$ cat config.mk
export PLATFORM = sky130hd
export DESIGN_NAME = axis_mash11_dsm
export DESIGN_NICKNAME = d
export VERILOG_FILES = /design/src/rtl/axis_mash11_dsm.sv
export SDC_FILE = /design/constraint.sdc
export NUM_CORES = 1
export LEC_CHECK = 0
export CAP_MARGIN = 20
export CORE_UTILIZATION = 45
export DETAILED_ROUTE_END_ITERATION = 8
export PLACE_DENSITY = 0.67
export RECOVER_POWER = 25
export SYNTH_ARGS = -nofsm -noshare
export SYNTH_HDL_FRONTEND = slang
export SYNTH_SLANG_ARGS = --single-unit
export TNS_END_PERCENT = 20
$ cat constraint.sdc
create_clock -name aclk -period 12.2 [get_ports aclk]
set_clock_uncertainty 0.05 [all_clocks]
set_input_delay 2.44 -clock aclk [delete_from_list [all_inputs] [get_ports aclk]]
set_output_delay 2.44 -clock aclk [all_outputs]
set_load 0.02 [all_outputs]
$ cat src/rtl/axis_mash11_dsm.sv
// MASH 1-1 delta-sigma modulator: holds each AXI-Stream sample for OSR ticks and
// drives a 4-level code plus thermometer bits for a 3-element unit DAC.
module axis_mash11_dsm #(
    parameter int DATA_WIDTH = 16,
    parameter int OSR        = 16
) (
    input  logic                  aclk,
    input  logic                  arst,
    input  logic [DATA_WIDTH-1:0] s_axis_data_tdata,
    input  logic                  s_axis_data_tvalid,
    output logic                  s_axis_data_tready,
    output logic [1:0]            dac_code,
    output logic [2:0]            dac_therm,
    output logic                  underrun,
    input  logic                  clear_underrun
);
    localparam int              CNT_W    = $clog2(OSR);
    localparam logic [CNT_W-1:0] CNT_LAST = CNT_W'(OSR - 1);

    typedef enum logic {IDLE, RUN} state_t;

    state_t                  state;
    logic                    arst_q;
    logic                    nxt_vld;
    logic [DATA_WIDTH-1:0]   x;
    logic [DATA_WIDTH-1:0]   nxt;
    logic [DATA_WIDTH-1:0]   acc1;
    logic [DATA_WIDTH-1:0]   acc2;
    logic [CNT_W-1:0]        cnt;
    logic                    c2_d;

    logic [DATA_WIDTH:0]     s1;
    logic [DATA_WIDTH:0]     s2;
    logic signed [2:0]       y;
    logic [1:0]              code_next;
    logic                    hs;
    logic                    boundary;

    // y is in -1..2, so the offset code always fits in two bits
    function automatic logic [1:0] code_of(input logic signed [2:0] yv);
        logic signed [2:0] t;
        t = yv + 3'sd1;
        return t[1:0];
    endfunction

    function automatic logic [2:0] therm_of(input logic [1:0] c);
        logic [2:0] t;
        case (c)
            2'd0:    t = 3'b000;
            2'd1:    t = 3'b001;
            2'd2:    t = 3'b011;
            default: t = 3'b111;
        endcase
        return t;
    endfunction

    // Stage 1 feeds stage 2 with its wrapped sum; stage 2 carry is differentiated
    always_comb begin
        s1        = {1'b0, acc1} + {1'b0, x};
        s2        = {1'b0, acc2} + {1'b0, s1[DATA_WIDTH-1:0]};
        y         = signed'({2'b00, s1[DATA_WIDTH]}) + signed'({2'b00, s2[DATA_WIDTH]})
                    - signed'({2'b00, c2_d});
        code_next = code_of(y);
    end

    assign s_axis_data_tready = ~arst_q & ~nxt_vld;
    assign hs                 = s_axis_data_tvalid & s_axis_data_tready;
    assign boundary           = (cnt == CNT_LAST);

    always_ff @(posedge aclk) begin
        if (arst) begin
            state     <= IDLE;
            arst_q    <= 1'b1;
            acc1      <= '0;
            acc2      <= '0;
            c2_d      <= 1'b0;
            cnt       <= '0;
            x         <= '0;
            nxt_vld   <= 1'b0;
            dac_code  <= 2'd1;
            dac_therm <= 3'b001;
            underrun  <= 1'b0;
        end else begin
            arst_q <= 1'b0;
            if (clear_underrun)
                underrun <= 1'b0;
            case (state)
                IDLE: begin
                    if (hs) begin
                        x     <= s_axis_data_tdata;
                        cnt   <= '0;
                        state <= RUN;
                    end
                end
                RUN: begin
                    acc1      <= s1[DATA_WIDTH-1:0];
                    acc2      <= s2[DATA_WIDTH-1:0];
                    c2_d      <= s2[DATA_WIDTH];
                    dac_code  <= code_next;
                    dac_therm <= therm_of(code_next);
                    if (boundary) begin
                        cnt <= '0;
                        if (nxt_vld) begin
                            x       <= nxt;
                            nxt_vld <= 1'b0;
                        end else begin
                            underrun <= 1'b1;
                        end
                    end else begin
                        cnt <= cnt + CNT_W'(1);
                    end
                    // tready is low while nxt is full, so this never collides with a consume
                    if (hs) begin
                        nxt     <= s_axis_data_tdata;
                        nxt_vld <= 1'b1;
                    end
                end
                default: state <= IDLE;
            endcase
        end
    end
endmodule

**Word-level counts from Yosys, hierarchy flattened**

Cells that the tools add are included.

- Bits in registers: 78
- Input bits: 20
- Logic and storage cells: 52

- Add/sub/neg operators: 6
- Eq/ne operators: 6
- Mux-type cells: 17
- Bitwise gates (word level): 6
- Reduce and logical (&&, ||, !) cells: 5

Operators by type and width:

| operator | number |
|---|---|
| $mux 16 | 3 |
| $add 16x16->17 | 2 |
| $pmux 16 s2 | 1 |
| $mux 1 | 9 |
| $pmux 3 s3 | 1 |
| $mux 4 | 2 |
| $pmux 4 s2 | 1 |
| $reduce_and 3->1 | 2 |
| $add 4x1->4 const B | 1 |
| $eq 4x4->1 const B | 1 |
| $ne 2x1->1 const B | 2 |
| $not 1->1 | 4 |
| $add 1x1->2 | 1 |
| $add 2x2->2 const B | 1 |
| $and 1x1->1 | 2 |
| $eq 2x1->1 const B | 1 |
| $eq 2x2->1 const B | 1 |
| $logic_not 2->1 | 1 |
| $ne 2x2->1 const B | 1 |
| $reduce_and 2->1 | 1 |
| $reduce_bool 2->1 | 1 |
| $sub 2x1->2 | 1 |

**Logic depth before layout (Yosys ltp)**

- Depth after elaboration: 7
- Gate-level depth with buffers: 18
- Depth with buffers taken out: 18

**Worst setup path before layout**

OpenSTA, ideal clock, no wires.

- Kind: input-to-reg
- Start: input arst
- End: register nxt[0] (enable)
- Setup time: 0.390 ns
- Data arrival time: 3.478 ns
- Required time: 11.760 ns
- Slack: 8.282 ns
- Stages on the path: 4
- Cell sequence: inv_1 > buf_6 > nand2_1 > nor2_1

- Cells in the longest elaborated chain, start to end: 2

Ends and longest elaborated chain:

| element | RTL line | text |
|---|---|---|
| start, declared | 8 | `input logic arst,` |
| $not 1->1 (no line) | -- |  |
| $reduce_and 3->1 (no line) | -- |  |
| end signal, assigned | 114 | `nxt <= s_axis_data_tdata;` |
| end, declared | 26 | `logic [DATA_WIDTH-1:0] nxt;` |

No other way between the ends.
A chain may end at the register's enable or synchronous reset.

==> flow_metrics.tcl <==
set metrics [dict create \
    post_cts_buffers 0 \
    cts_tree "done" \
    nets 553 \
    cts-root-buf "clkbuf_8" \
    routedWlPerCell_um 14.6 \
    p_leak_uw 0.00202 \
    hold_path.class "flip-flop to flip-flop" \
    power_density_nw_per_um2 122 \
    swShare 0.294 \
    muxShareOfSynthArea 0.0655 \
    clkTransAtPathRegs_ns 0.09 \
    yosys-top-cells-count "dfxtp_1, nor2_1, nand2_1, ha_1, mux2i_1" \
    fmax_mhz 148 \
    r2r-start "x[0]" \
    internal_power_uw 441 \
    p_comb_frac 0.200 \
    synth_area_sq_um 4580 \
    endpoint "acc2[15]" \
    reg2reg_to "dac_therm[0]" \
    status "complete, but fails checks" \
    hold_viol 0 \
    clock_path_buffers 2 \
    drc 0 \
    rows 36 \
    ys_warn_count 0 \
    drive_gt1_frac 0.0817 \
    synth_top_area_frac 0.266 \
    synth_nets 540 \
    dp_hpwl_um 6290 \
    antenna_found_initial 0 \
    portBuffers 26 \
    ios 27 \
    synth.avg_cell_area_sq_um 9.47 \
    syn_to_final_growth_pct 11.5 \
    drv_cap 1 \
    synth.most_common_cell "dfxtp_1" \
    grt_pass1_vias 3314 \
    synthAdderAreaFrac 0.103 \
    vias 3599 \
    final_max_slew_viol_count 71 \
    avgViaCountPerCell 5.67 \
    numCtsBuffers 9 \
    reg2reg_depth 17 \
    failed_checks "max-capacitance violations, max-slew violations" \
    critPathRequiredTime_ns 12.40 \
    dieArea_sq_um 10600 \
    start_util 0.467 \
    globalplace.congestion 0.825 \
    grt_max_degree 71 \
    synth_edf_count 16 \
    first_pass_iters 4 \
    routed_wl_um 9250 \
    crit_path_max_fanout 70 \
    post-route-period-util 0.554 \
    diodes 0 \
    h-tree-depth 3 \
    rsz0062_at_grt "false" \
    p_seq_frac 0.451 \
    post_cts_resized 0 \
    end_kind "flip-flop" \
    startpoint "arst" \
    cts_sinks 77 \
    worstSetupPathType "input pin to flip-flop" \
    post-route-util 0.521 \
    arrival_ns 6.95 \
    setup_viol 0 \
    ys_seq_elements 77 \
    synthCells 484 \
    tns_ns 0 \
    vdd_drop_max_uv 79.6 \
    synth_top_family_by_area "compound AO/OA/AOI/OAI gates" \
    cts_hold_buf 0 \
    p_total_uw 624 \
    core-area_sq_um 9820 \
    layout.cells.non_filler 635 \
    power_switching_uw 183 \
    r2r_slack_ns 7.86 \
    async_reset_ff_frac 0 \
    synth_xor_area_frac 0.0382 \
    grt-ovfl-total 0 \
    dp_cells 618 \
    synth.largest_area_cell "dfxtp_1" \
    clkLatencyLatePin_ns 0.36 \
    chipHeight_um 103 \
    tightest_slew_ns 3.14 \
    grt_usage 0.186 \
    synth_simple_gate_area_share 0.151 \
    drt_iter0_markers 148 \
    whs_ns 0.417 \
    ys.flop_type "dfxtp_1" \
    ys_seq_area_frac 0.371 \
    slew_headroom -1.10 \
    yosysUniqueCellTypes 63 \
    clockPowerShare 0.349 \
    antenna_left 0 \
    cp-start-kind "input pin" \
    die_w_um 103 \
    synth_compound_area_frac 0.225 \
    grt_pass1_wl_um 15300 \
    synthTopCellsByArea "dfxtp_1, edfxtp_1, ha_1, mux2i_1, nor2_1" \
    min_period_ns 6.76 \
]
-- metrics by stage --
step | area (sq um) | worst slack, ns
2_1_floorplan | 4580 | 8.28
3_3_place_gp | 4870 | 7.62
3_5_place_dp | 4870 | 7.58
4_1_cts | 5090 | 7.85
5_1_grt | 5110 | 5.19
6_report | 5110 | 5.44
-- routing by layer --
layer | wire (um) | GRT usage
met4 | 259 | 0.0932
met3 | 398 | 0.0359
met2 | 4100 | 0.293
met1 | 4490 | 0.244
met5 | 0 | 0
-- cell type report --
type,count,area [sq um]
Fill cell,946,4710
Multi-Input combinational cell,367,2670
Sequential cell,77,1700
Timing Repair Buffer,31,309
Tap cell,133,166
Clock buffer,10,128
Clock inverter,6,93.8
Inverter,11,41.3
-- worst min-delay path by stage --
stage | from | to | slack [ns] | depth (start not counted)
after floorplan | acc2[10] | acc2[10] | 0.41 | 2
after global placement | dac_therm[2] | dac_therm[2] | 0.41 | 2
after detailed placement | dac_therm[2] | dac_therm[2] | 0.41 | 2
after CTS | dac_therm[2] | dac_therm[2] | 0.42 | 2
after global routing | dac_therm[2] | dac_therm[2] | 0.46 | 2
final | dac_therm[2] | dac_therm[2] | 0.42 | 2
-- logic make-up after synthesis --
group | Yosys count
compound gates | 138
xor+xnor | 20
fa+ha+maj | 36
buf+inv | 40
flops | 77
mux | 30
simple gates | 143
-- critical path, cell delays in order --
cell	delay, ns
buf_2	0.07
clkbuf_1	2.21
inv_1	1.25
and3_1	0.52
o211ai_1	0.07
or3b_1	0.35
-- flip-flops by register name, indices dropped and copies added, names as in the netlist --
name	cells
nxt	16
dac_therm	3
dac_code	1
underrun	1
acc2	16
cnt	4
acc1	16
c2_d	1
arst_q	1
state	1
nxt_vld	1
x	16
-- power groups by stage --
stage	Clock [uW]	Combinational (uW)	Sequential (uW)
after global placement	0	121	287
after floorplan	0	99.5	285
final	218	125	282
after CTS	223	124	282
after global routing	231	139	284
after detailed placement	0	123	287
-- placed cells by master, fill, tap and decap left out, drive strengths merged, types with 14 or more instances in the layout --
master	count
o21ai	17
dfxtp	61
a211oi	22
a21o	14
ha	33
mux2i	30
edfxtp	16
nand2	35
nor2	48
a21oi	34
dlygate4sd3	16
Power figures use the tool's default switching activity.
